<file path="config.mk">
export PLATFORM = sky130hd
export DESIGN_NAME = sound_effects
export DESIGN_NICKNAME = d
export VERILOG_FILES = /design/src/rtl/sound_effects_pkg.sv /design/src/rtl/sound_effects_tone_divider.sv /design/src/rtl/sound_effects.sv
export SDC_FILE = /design/constraint.sdc
export NUM_CORES = 1
export LEC_CHECK = 0
export BUFFER_PORTS_ARGS = -buffer_cell sky130_fd_sc_hd__buf_2
export CORE_ASPECT_RATIO = 1.25
export CORE_UTILIZATION = 65
export DETAILED_ROUTE_END_ITERATION = 6
export GPL_TIMING_DRIVEN = 0
export PLACE_DENSITY_LB_ADDON = 0.3
export SETUP_SLACK_MARGIN = 0.5
export SYNTH_ARGS = -nofsm -noshare
export SYNTH_HDL_FRONTEND = slang
export SYNTH_SLANG_ARGS = --single-unit
</file>
<file path="constraint.sdc">
create_clock -name CLK -period 7.3 [get_ports CLK]
set_clock_uncertainty 0.05 [all_clocks]
set_input_delay 0.365 -clock CLK [delete_from_list [all_inputs] [get_ports CLK]]
set_output_delay 0.365 -clock CLK [all_outputs]
set_load 0.005 [all_outputs]
</file>
<file path="src/rtl/sound_effects_pkg.sv">
// Shared constants for the sound-effects block: FSM states, event priorities,
// internal widths and default tone timings derived from the board clock.
package sound_effects_pkg;

    localparam int CLK_HZ = 50_000_000;
    localparam int HALF_W = 18;
    localparam int DUR_W  = 25;

    // Half-period = CLK_HZ / (2 * f_tone); durations as fractions of a second.
    localparam int DEF_WALL_HALF       = CLK_HZ / (2 * 220);
    localparam int DEF_PADDLE_HALF     = CLK_HZ / (2 * 440);
    localparam int DEF_BLOCK_BASE_HALF = CLK_HZ / (2 * 880);
    localparam int DEF_BLOCK_STEP      = 2048;
    localparam int DEF_LOST_START_HALF = CLK_HZ / (2 * 440);
    localparam int DEF_LOST_STEP       = 64;
    localparam int DEF_TONE_CYCLES     = CLK_HZ / 25;
    localparam int DEF_LOST_CYCLES     = (CLK_HZ / 5) * 2;

    typedef enum logic [1:0] {
        ST_IDLE  = 2'd0,
        ST_TONE  = 2'd1,
        ST_SWEEP = 2'd2
    } state_t;

    typedef enum logic [2:0] {
        PRIO_NONE   = 3'd0,
        PRIO_WALL   = 3'd1,
        PRIO_PADDLE = 3'd2,
        PRIO_BLOCK  = 3'd3,
        PRIO_LOST   = 3'd4
    } prio_t;

endpackage

</file>
<file path="src/rtl/sound_effects_tone_divider.sv">
// Half-period counter: pulses TOGGLE once every HALF cycles while RUN is high.
// LOAD restarts the count from zero and suppresses that cycle's toggle.
module tone_divider
    import sound_effects_pkg::*;
(
    input  logic              CLK,
    input  logic              RESET,
    input  logic [HALF_W-1:0] HALF,
    input  logic              LOAD,
    input  logic              RUN,
    output logic              TOGGLE
);

    logic [HALF_W-1:0] cnt_reg;
    logic              at_end;

    // >= keeps the counter from running away if HALF ever shrinks mid-count.
    assign at_end = (cnt_reg >= HALF - HALF_W'(1));
    assign TOGGLE = RUN && !LOAD && at_end;

    always_ff @(posedge CLK) begin
        if (RESET || LOAD) begin
            cnt_reg <= '0;
        end else if (RUN) begin
            cnt_reg <= at_end ? '0 : cnt_reg + HALF_W'(1);
        end
    end

endmodule

</file>
<file path="src/rtl/sound_effects.sv">
// Game sound effects: turns physics event pulses into prioritised square-wave
// tones (fixed-pitch blips and a falling ball-lost sweep) on one speaker pin.
module sound_effects
    import sound_effects_pkg::*;
#(
    parameter int WALL_HALF       = DEF_WALL_HALF,
    parameter int PADDLE_HALF     = DEF_PADDLE_HALF,
    parameter int BLOCK_BASE_HALF = DEF_BLOCK_BASE_HALF,
    parameter int BLOCK_STEP      = DEF_BLOCK_STEP,
    parameter int LOST_START_HALF = DEF_LOST_START_HALF,
    parameter int LOST_STEP       = DEF_LOST_STEP,
    parameter int TONE_CYCLES     = DEF_TONE_CYCLES,
    parameter int LOST_CYCLES     = DEF_LOST_CYCLES
) (
    input  logic       CLK,
    input  logic       RESET,
    input  logic       ENABLE,
    input  logic       HIT_WALL,
    input  logic       HIT_PADDLE,
    input  logic       HIT_BLOCK,
    input  logic [2:0] HIT_BLOCK_ROW,
    input  logic       BALL_LOST,
    output logic       SPEAKER,
    output logic       BUSY
);

    localparam logic [DUR_W-1:0] TONE_LAST = DUR_W'(TONE_CYCLES - 1);
    localparam logic [DUR_W-1:0] LOST_LAST = DUR_W'(LOST_CYCLES - 1);

    state_t            state_reg, state_next;
    prio_t             prio_reg, prio_next;
    logic [HALF_W-1:0] half_reg, half_next;
    logic [DUR_W-1:0]  dur_reg, dur_next;
    logic              speaker_reg, speaker_next;
    logic              busy_reg, busy_next;

    prio_t             ev_prio;
    logic [HALF_W-1:0] ev_half;
    logic [HALF_W-1:0] block_half [8];
    logic [HALF_W:0]   sweep_sum;
    logic [HALF_W-1:0] sweep_half;
    logic              accept;
    logic              load;
    logic              run;
    logic              toggle;

    // Per-row block pitch table, wrapped to 18 bits.
    generate
        for (genvar gi = 0; gi < 8; gi++) begin : g_block_half
            assign block_half[gi] = HALF_W'(BLOCK_BASE_HALF - gi * BLOCK_STEP);
        end
    endgenerate

    // Priority encoder: only the most important simultaneous pulse survives.
    always_comb begin
        ev_prio = PRIO_NONE;
        ev_half = '0;
        if (BALL_LOST) begin
            ev_prio = PRIO_LOST;
            ev_half = HALF_W'(LOST_START_HALF);
        end else if (HIT_BLOCK) begin
            ev_prio = PRIO_BLOCK;
            ev_half = block_half[HIT_BLOCK_ROW];
        end else if (HIT_PADDLE) begin
            ev_prio = PRIO_PADDLE;
            ev_half = HALF_W'(PADDLE_HALF);
        end else if (HIT_WALL) begin
            ev_prio = PRIO_WALL;
            ev_half = HALF_W'(WALL_HALF);
        end
    end

    // Sweep lengthens the half-period, pinning at the 18-bit ceiling.
    assign sweep_sum  = {1'b0, half_reg} + (HALF_W + 1)'(LOST_STEP);
    assign sweep_half = sweep_sum[HALF_W] ? '1 : sweep_sum[HALF_W-1:0];

    assign run = (state_reg != ST_IDLE);

    tone_divider u_divider (
        .CLK    (CLK),
        .RESET  (RESET),
        .HALF   (half_reg),
        .LOAD   (load),
        .RUN    (run),
        .TOGGLE (toggle)
    );

    always_comb begin
        state_next   = state_reg;
        prio_next    = prio_reg;
        half_next    = half_reg;
        dur_next     = dur_reg;
        speaker_next = speaker_reg;
        load         = 1'b0;
        accept       = 1'b0;

        case (state_reg)
            ST_IDLE:  accept = (ev_prio != PRIO_NONE);
            ST_TONE:  accept = (ev_prio != PRIO_NONE) && (ev_prio >= prio_reg);
            default:  accept = 1'b0;
        endcase

        if (!ENABLE) begin
            state_next   = ST_IDLE;
            prio_next    = PRIO_NONE;
            dur_next     = '0;
            speaker_next = 1'b0;
        end else if (accept) begin
            load         = 1'b1;
            state_next   = (ev_prio == PRIO_LOST) ? ST_SWEEP : ST_TONE;
            prio_next    = ev_prio;
            half_next    = ev_half;
            dur_next     = '0;
            speaker_next = 1'b0;
        end else if (state_reg != ST_IDLE) begin
            if (dur_reg == ((state_reg == ST_SWEEP) ? LOST_LAST : TONE_LAST)) begin
                state_next   = ST_IDLE;
                prio_next    = PRIO_NONE;
                dur_next     = '0;
                speaker_next = 1'b0;
            end else begin
                dur_next = dur_reg + DUR_W'(1);
                if (toggle) begin
                    speaker_next = ~speaker_reg;
                    if (state_reg == ST_SWEEP) begin
                        half_next = sweep_half;
                    end
                end
            end
        end

        busy_next = (state_next != ST_IDLE);
    end

    always_ff @(posedge CLK) begin
        if (RESET) begin
            state_reg   <= ST_IDLE;
            prio_reg    <= PRIO_NONE;
            half_reg    <= '0;
            dur_reg     <= '0;
            speaker_reg <= 1'b0;
            busy_reg    <= 1'b0;
        end else begin
            state_reg   <= state_next;
            prio_reg    <= prio_next;
            half_reg    <= half_next;
            dur_reg     <= dur_next;
            speaker_reg <= speaker_next;
            busy_reg    <= busy_next;
        end
    end

    assign SPEAKER = speaker_reg;
    assign BUSY    = busy_reg;

endmodule

</file>
### Word level (Yosys, flattened, before mapping)

Memories as Yosys holds them, arrays and structs flattened.
Cells that the tools add are included.

| operators by class | value |
|---|---|
| $add $sub $neg | 4 |
| magnitude comparators | 3 |
| equal/unequal tests | 5 |
| multiplexer cells | 32 |
| bitwise gates (word level) | 3 |
| reductions and logical operators | 19 |

Operator list:

| kind | count |
|---|---|
| 18-bit 2-to-1 mux | 11 |
| 25-bit 2-to-1 mux | 2 |
| 17-bit 2-to-1 mux | 2 |
| 25-bit by 1-bit adder with 25-bit output (second input constant) | 1 |
| 25-bit equality test | 1 |
| 18-bit by 7-bit adder with 19-bit output (second input constant) | 1 |
| 18-bit by 1-bit adder with 18-bit output (second input constant) | 1 |
| 18-bit >= comparator | 1 |
| 18-bit by 1-bit subtractor with 18-bit output (second input constant) | 1 |
| 2-bit 2-to-1 mux | 7 |
| 2-bit nonzero test | 7 |
| 3-bit 2-to-1 mux | 4 |
| 1-bit 2-to-1 mux | 5 |
| 5-bit AND reduction | 1 |
| 4-bit >= comparator (second input constant) | 1 |
| 3-bit NOT with 4-bit output | 1 |
| 2-bit AND reduction | 2 |
| 3-bit equality test (second input constant) | 1 |
| 3-bit >= comparator | 1 |
| 1-bit logical AND | 3 |
| 3-bit nonzero test | 1 |
| 3-bit OR reduction | 1 |
| 2-bit by 1-bit equality test with 1-bit output (second input constant) | 1 |
| 2-bit equality test (second input constant) | 1 |
| 7 further kinds | 8 |

| word-level totals | value |
|---|---|
| bits in registers | 68 |
| ROM bits | 144 |
| output and inout port bits | 2 |
| logic and storage cells | 74 |
| memories | 1 |

Memory list:

| memory | depth | bits a word | rd ports | clocked after memory_dff | write ports | RTL line | RTL |
|---|---|---|---|---|---|---|---|
| (no name shown) | 8 | 18 | 1 | 0 | 0 | sound_effects.sv:63 | `ev_half = block_half[HIT_BLOCK_ROW];` |

### Longest topological paths before layout

Gate-level depths: netlist (run 1).

| logic depth | value |
|---|---|
| word-level depth | 16 |
| mapped depth | 18 |

### By module

From an unflattened synthesis (run 1), not the netlist that was laid out.

| unflattened totals | value |
|---|---|
| cells, all modules | 504 |
| area total of the unflattened synthesis | 4191.5 um^2 |

By module, submodules not included:

| module | times used | cells each | area each (um^2) |
|---|---|---|---|
| sound_effects | 1 | 323 | 2687.6 |
| tone_divider | 1 | 181 | 1503.9 |

### Worst setup path after synthesis (run 1)

Ideal clock, no wire load.

| timing | value |
|---|---|
| path type | register to register |
| start | register half_reg[2] |
| end | register u_divider.cnt_reg[10] |
| library setup time | 0.065 ns |
| arrival time | 3.504 ns |
| setup slack | 3.681 ns |
| cell stages (with the launch flop) | 18 |
| buffers on the path | 2 |
| cell sequence | dfxtp_1 -> nor4_1 -> nand2_1 -> nand2_1 -> nand2_1 -> or4_1 -> nor3_1 -> xnor2_1 -> ha_1 -> a21o_1 -> a21oi_1 -> nand3_1 -> o211ai_1 -> nand2_1 -> a211o_1 -> clkbuf_1 -> clkbuf_1 -> nor2_1 |

| between the ends | value |
|---|---|
| cells in the longest elaborated chain, start to end | 3 |

RTL lines:

| what | RTL line | RTL |
|---|---|---|
| from (decl) | sound_effects.sv:32 | `logic [HALF_W-1:0] half_reg, half_next;` |
| from (signal assigned) | sound_effects.sv:146 | `half_reg <= half_next;` |
| 18-bit by 1-bit subtractor with 18-bit output | sound_effects_tone_divider.sv:18 | `assign at_end = (cnt_reg >= HALF - HALF_W'(1));` |
| 18-bit >= comparator | sound_effects_tone_divider.sv:18 |  |
| 18-bit 2-to-1 mux | sound_effects_tone_divider.sv:25 | `cnt_reg <= at_end ? '0 : cnt_reg + HALF_W'(1);` |
| to (signal assigned) | sound_effects_tone_divider.sv:25 |  |
| to (decl) | sound_effects_tone_divider.sv:14 | `logic [HALF_W-1:0] cnt_reg;` |

Every way passes these cells.
A chain may end at the register's enable or synchronous reset.

### Worst setup path in the final report (run 1)

| timing | value |
|---|---|
| start | register half_reg[2] |
| end | register u_divider.cnt_reg[11] |

The elaborated chain is that of the path after synthesis.

==> results of run 1 <==
[layout make-up]
type | instances | area, sq um | share of cell area
Timing Repair Buffer | 10 | 50.0 | 0.0114
Sequential cell | 67 | 1340 | 0.305
Tap cell | 82 | 103 | 0.0233
Buffer | 20 | 88.8 | 0.0202
Inverter | 18 | 67.6 | 0.0154
Clock buffer | 10 | 138 | 0.0313
Multi-Input combinational cell | 400 | 2520 | 0.573
Clock inverter | 6 | 87.6 | 0.0199
[worst register-to-register path, stage by stage, from the launching register on]
cell and delay (ns):
dfxtp_1 0.36, nor4_1 0.39, nand2_1 0.14, nand2_1 0.09, nand2_1 0.09, or4_1 0.47, nor3_1 0.25, xnor2_1 0.17
ha_1 0.27, a21o_1 0.16, a21oi_1 0.24, nand3_1 0.12, o211ai_1 0.33, nand2_1 0.22, a211o_1 0.33, clkbuf_1 0.22
clkbuf_1 0.27, nor2_1 0.20
[power breakdown]
group          total [mW]  internal [mW]  switching [mW]  leakage (nW)
Combinational       0.154         0.0610          0.0933         0.957
Sequential          0.386          0.377         0.00927         0.544
Clock               0.354          0.202           0.152         0.117
Total               0.894          0.640           0.254          1.62
[cells in the final DEF (no fill, tap or decap), types with 5 or more instances in the layout]
cell type / synthesis / layout
and3_1: 12 / 12
inv_1: 18 / 18
a21oi_1: 25 / 25
clkbuf_1: 15 / 15
nor4_1: 5 / 5
a21o_1: 5 / 5
buf_2: 2 / 12
a211oi_1: 7 / 7
ha_1: 28 / 28
nor2_1: 76 / 76
clkbuf_8: 0 / 10
o21ai_0: 20 / 20
dfxtp_1: 67 / 67
nand4_1: 13 / 13
o211ai_1: 6 / 6
nor2b_1: 5 / 5
xor2_1: 25 / 25
or3_1: 7 / 7
xnor2_1: 26 / 26
nand3_1: 25 / 25
nor3_1: 8 / 8
nand2_1: 53 / 53
[per-stage QoR]
step	worst slack, ns	hold slack (ns)
5_1_grt	2.58	0.363
2_1_floorplan	3.68	0.386
3_3_place_gp	3.18	0.395
3_5_place_dp	2.94	0.399
4_1_cts	2.88	0.314
6_report	2.86	0.321
[routing by layer]
metal,track usage,share of wire,vias up
met4,0.209,0.048,0
met3,0.0538,0.046,41
met2,0.524,0.50,122
met1,0.347,0.41,1735
li1,-,-,1820
met5,0,0,-
[logic make-up after synthesis]
kind of cell | count (synthesis) | synth area share
and+or+nand+nor | 227 | 0.272
adders and majority gates | 28 | 0.0872
AOI/OAI and AO/OA | 93 | 0.155
xor gates and xnor gates | 51 | 0.111
muxes | 1 | 0.00249
DFF | 67 | 0.334
buffers and inverters | 38 | 0.0389
[final timing paths]
check | startpoint | to | cells past startpoint
hold / removal | BALL_LOST | prio_reg[2]$_SDFFE_PP0P_ | 3
setup reg to reg | half_reg[2]$_SDFFE_PP0P_ | u_divider.cnt_reg[11]$_SDFFE_PP0N_ | 17
setup / recovery | half_reg[2]$_SDFFE_PP0P_ | u_divider.cnt_reg[11]$_SDFFE_PP0N_ | 17
hold reg to reg | prio_reg[2]$_SDFFE_PP0P_ | prio_reg[2]$_SDFFE_PP0P_ | 2
==> impl_metrics.py, run 1 <==
metrics = {
    "timing": {
        "rsz0062_at_grt": "no",
        "fmax_ghz": 0.225,
        "fin_crit_sh": 0.608,
        "hold_viol": 0,
        "slew_violations": 0,
        "tightest_slew_ns": 0.670,
        "setup_viol": 0,
        "slew_headroom": 0.554,
        "fin_crit_ns": 4.44,
        "tns_ns": 0,
    },
    "yosys": {
        "syn_inst": 505,
        "synth_nets": 543,
        "async_reset_ff_frac": 0,
        "synth_area_leaders": "dfxtp_1, ha_1, nor2_1",
        "ys_seq_area_frac": 0.334,
        "synth_edf_count": 0,
        "netlist_area_sq_mm": 0.00402,
        "ys_warn_count": 0,
        "synth_flop_cell": "dfxtp_1",
        "synth.most_common_cell": "nor2_1",
        "ys_top_cells_by_count": "nor2_1, dfxtp_1, nand2_1",
        "ys_seq_elements": 67,
        "synth.distinct_cells": 57,
        "synth.top_cell.area_share": 0.334,
        "synth_area_per_cell_sq_um": 7.95,
        "yosys.area.top_type": "dfxtp_1",
    },
    "setup_path": {
        "cp_num_buf_inv": 2,
        "crit_fanout": 10,
        "critical_path.cell_chain": "nor4_1 -> nand2_1 -> nand2_1 -> nand2_1 -> or4_1 -> nor3_1 -> xnor2_1 -> ha_1 -> a21o_1 -> a21oi_1 -> nand3_1 -> o211ai_1 -> nand2_1 -> a211o_1 -> clkbuf_1 -> clkbuf_1 -> nor2_1",
        "cp.required_ns": 7.53,
        "r2r_slack_ns": 2.86,
        "cp-end-kind": "register",
        "crit_arrival_ns": 4.67,
        "crit_top_cell": "nand2_1",
        "cp-start-kind": "register",
        "cp_slowest_cell": "or4_1",
        "worstSetupPathType": "register to register",
        "crit_family": "simple AND/OR/NAND/NOR gates",
        "max_stage_delay_ns": 0.47,
    },
    "die": {
        "rows": 31,
        "die_w_microns": 72.3,
        "ios": 12,
        "dieArea_sq_mm": 0.00650,
        "die_h_microns": 89.9,
        "core-area_sq_mm": 0.00590,
        "start_util": 0.681,
    },
    "final_layout": {
        "diodes": 0,
        "fin_util": 0.745,
        "stdcell_area_sq_mm": 0.00439,
        "fill_cells": 463,
        "largest_reg_flops": 25,
        "layout.cells.non_filler": 613,
        "fin_nets": 564,
        "area_delta_synth_final_pct": 9.41,
        "layout-drive-gt1-share": 0.0697,
    },
    "detailed_routing": {
        "ant_nets": 0,
        "post-route-drc-count": 0,
        "wirelength_mm": 9.38,
        "post_drt_wl_per_cell_microns": 15.3,
        "vias": 3718,
        "drt_iter0_drc": 188,
        "vias_per_cell": 6.07,
        "dr.pass1.iters": 5,
    },
    "clock_tree": {
        "hold_buffers": 0,
        "clockBufferDepth": 2,
        "worstSkewPairLatency_ns": 0.35,
        "cts_root_buf": "clkbuf_8",
        "clock-sinks": 67,
        "cts_setup_buffers": 0,
        "cts_htree_levels": 3,
        "cts.clk_slew.worst_paths_ns": 0.08,
        "cts_resized": 0,
        "cts_made_buffers": 9,
        "cts_tree": "yes",
    },
    "place": {
        "gp_congestion": 0.922,
        "portBuffers": 10,
        "dp_hpwl_mm": 7.06,
        "dp_cells": 597,
        "place_area_sq_mm": 0.00417,
    },
    "power_and_ir_drop": {
        "p_leak_nw": 1.62,
        "vdd_drop_max_uv": 161,
        "total_power_mw": 0.894,
        "powerDensity_mw_per_mm2": 204,
    },
    "global_route": {
        "grt_overflow": 0,
        "antenna_found_initial": 0,
        "grt_first_pass_wirelength_mm": 15.9,
        "grt_max_degree": 13,
        "grtUsageTotal": 0.310,
        "grt_pass1_vias": 3624,
    },
    "job": {
        "drv_cap": 0,
    },
    "hold_path": {
        "hp-class": "input port to register",
    },
    "outcome": {
        "status": "finished, final reports clean",
    },
}
Power figures use the tool's default switching activity.
==> run 2, diff against run 1 <==
- CORE_UTILIZATION: 65 -> 56
- clock period: 7.3 -> 3.9 ns (I/O delays scaled with it)
==> impl_metrics.py, run 2 (synthesis results as in run 1) <==
metrics = {
    "outcome": {
        "status": "finished with violations",
        "violations": "negative setup slack",
    },
    "detailed_routing": {
        "vias": 3901,
        "ant_nets": 0,
        "dr.pass1.iters": 5,
        "wirelength_mm": 11.0,
        "drt_iter0_drc": 267,
        "vias_per_cell": 5.96,
        "post_drt_wl_per_cell_microns": 16.8,
        "post-route-drc-count": 0,
    },
    "power_and_ir_drop": {
        "p_leak_nw": 1.87,
        "pwr-share-comb": 0.242,
        "switching_share": 0.303,
        "vdd_drop_max_uv": 333,
        "power_switching_mw": 0.558,
        "powerDensity_mw_per_mm2": 360,
        "pwr-share-clk": 0.364,
        "seq_power_share": 0.394,
        "p_int_mw": 1.29,
    },
    "timing": {
        "fin_crit_ns": 3.94,
        "holdWs_ns": 0.183,
        "hold_viol": 0,
        "fmax_ghz": 0.254,
        "fin_crit_sh": 1.01,
        "tightest_slew_ns": 0.737,
        "slew_headroom": 0.509,
        "slew_violations": 0,
        "setup_ws_ns": -0.0360,
        "setup_viol": 12,
        "rsz0062_at_grt": "yes",
    },
    "setup_path": {
        "cp.required_ns": 4.08,
        "cp_num_buf_inv": 7,
        "crit_arrival_ns": 4.11,
        "max_stage_delay_ns": 0.43,
        "crit_top_cell": "buf_6",
        "cp-start-kind": "register",
        "cp_slowest_cell": "or4_4",
        "crit_family": "simple AND/OR/NAND/NOR gates",
        "critical_path.cell_chain": "nor4_4 -> nand2_1 -> nand2_1 -> nand2_2 -> or4_4 -> buf_6 -> nor3_4 -> xnor2_1 -> ha_1 -> a21o_1 -> a21oi_2 -> buf_4 -> o21ai_2 -> o211ai_1 -> buf_4 -> buf_6 -> o31ai_4 -> buf_4 -> buf_6 -> buf_6 -> a311oi_2",
        "cp-end-kind": "register",
        "worstSetupPathType": "register to register",
        "crit_fanout": 6,
    },
    "die": {
        "core-area_sq_mm": 0.00693,
        "die_h_microns": 96.7,
        "dieArea_sq_mm": 0.00752,
        "die_w_microns": 77.7,
        "rows": 34,
        "ios": 12,
        "start_util": 0.579,
    },
    "global_route": {
        "grt_first_pass_wirelength_mm": 17.2,
        "grt_overflow": 0,
        "grt_max_degree": 13,
        "grt_pass1_vias": 3758,
        "grtUsageTotal": 0.291,
        "antenna_found_initial": 0,
    },
    "clock_tree": {
        "clockBufferDepth": 2,
        "cts_made_buffers": 9,
        "cts_tree": "yes",
        "cts_htree_levels": 3,
        "clock-sinks": 67,
        "cts_root_buf": "clkbuf_8",
        "worstSkewPairLatency_ns": 0.36,
        "cts.clk_slew.worst_paths_ns": 0.08,
    },
    "job": {
        "drv_cap": 0,
    },
    "final_layout": {
        "final_common_cell": "dfxtp_1",
        "area_delta_synth_final_pct": 27.4,
        "stdcell_area_sq_mm": 0.00511,
        "fin_nets": 598,
        "diodes": 0,
        "fin_util": 0.738,
        "layout-drive-gt1-share": 0.219,
        "largest_reg_flops": 25,
        "layout_common_cells": "dfxtp_1, nor2_1, nand2_1, ha_1",
    },
    "hold_path": {
        "hp-class": "input port to register",
    },
    "place": {
        "dp_hpwl_mm": 7.03,
        "place_area_sq_mm": 0.00422,
        "portBuffers": 10,
        "gp_congestion": 0.941,
    },
}
==> run 2: cell type report <==
class                           instances  area, sq um
Inverter                               18         67.6
Multi-Input combinational cell        400         2860
Timing Repair Buffer                   44          374
Tap cell                               90          113
Clock buffer                           10          138
Sequential cell                        67         1350
Fill cell                             449         1820
Buffer                                 20          125
Clock inverter                          6         87.6
==> run 2: tightest hold or removal path: cells and delay by family <==
family	cells	cell delay (ns)
simple gates	1	0.11
compound gates	1	0.08
buf+inv	1	0.15
==> run 2: metal layers <==
metal / routed length (microns) / share of wire / up-vias / track usage
met1: 4550 / 0.41 / 1836 / 0.325
met4: 548 / 0.050 / 0 / 0.187
li1: - / - / 1889 / -
met2: 5430 / 0.49 / 133 / 0.501
met3: 477 / 0.043 / 43 / 0.0538
met5: 0 / 0 / - / 0
==> run 2: per-stage QoR <==
stage          std cells  TNS, ns  total power, mW  worst slack (ns)
3_3_place_gp         605   -0.303             1.02           -0.0390
6_report             655   -0.234             1.84           -0.0360
3_5_place_dp         605    -1.99             1.03            -0.170
4_1_cts              647        0             1.78            0.0961
5_1_grt              655    -4.45             1.91            -0.193
2_1_floorplan        505        0            0.963             0.468
==> run 2: power by group through the flow <==
stage / Combinational (mW) / Clock, mW / Sequential [mW]
after floorplan: 0.228 / 0 / 0.735
after global placement: 0.284 / 0 / 0.738
after detailed placement: 0.295 / 0 / 0.739
after CTS: 0.387 / 0.665 / 0.724
after global routing: 0.480 / 0.699 / 0.728
final: 0.446 / 0.672 / 0.725
==> run 2: final timing paths <==
| kind | startpoint | endpoint | slack, ns | cells after the start |
|---|---|---|---|---|
| worst max-delay path | half_reg[5]$_SDFFE_PP0P_ | half_reg[16]$_SDFFE_PP0P_ | -0.04 | 21 |
| worst min-delay path | BALL_LOST | prio_reg[2]$_SDFFE_PP0P_ | 0.18 | 3 |
| worst max register to register | half_reg[5]$_SDFFE_PP0P_ | half_reg[16]$_SDFFE_PP0P_ | -0.04 | 21 |
| worst min register to register | dur_reg[1]$_SDFFE_PP0N_ | dur_reg[1]$_SDFFE_PP0N_ | 0.44 | 2 |
==> run 2: what timing repair did <==
item	in CTS	in global routing
resized for setup	38	55
pin swaps	30	29
gates cloned	2	0
setup endpoints to repair	36	36
buffers inserted	24	8
hold buffers	0	0
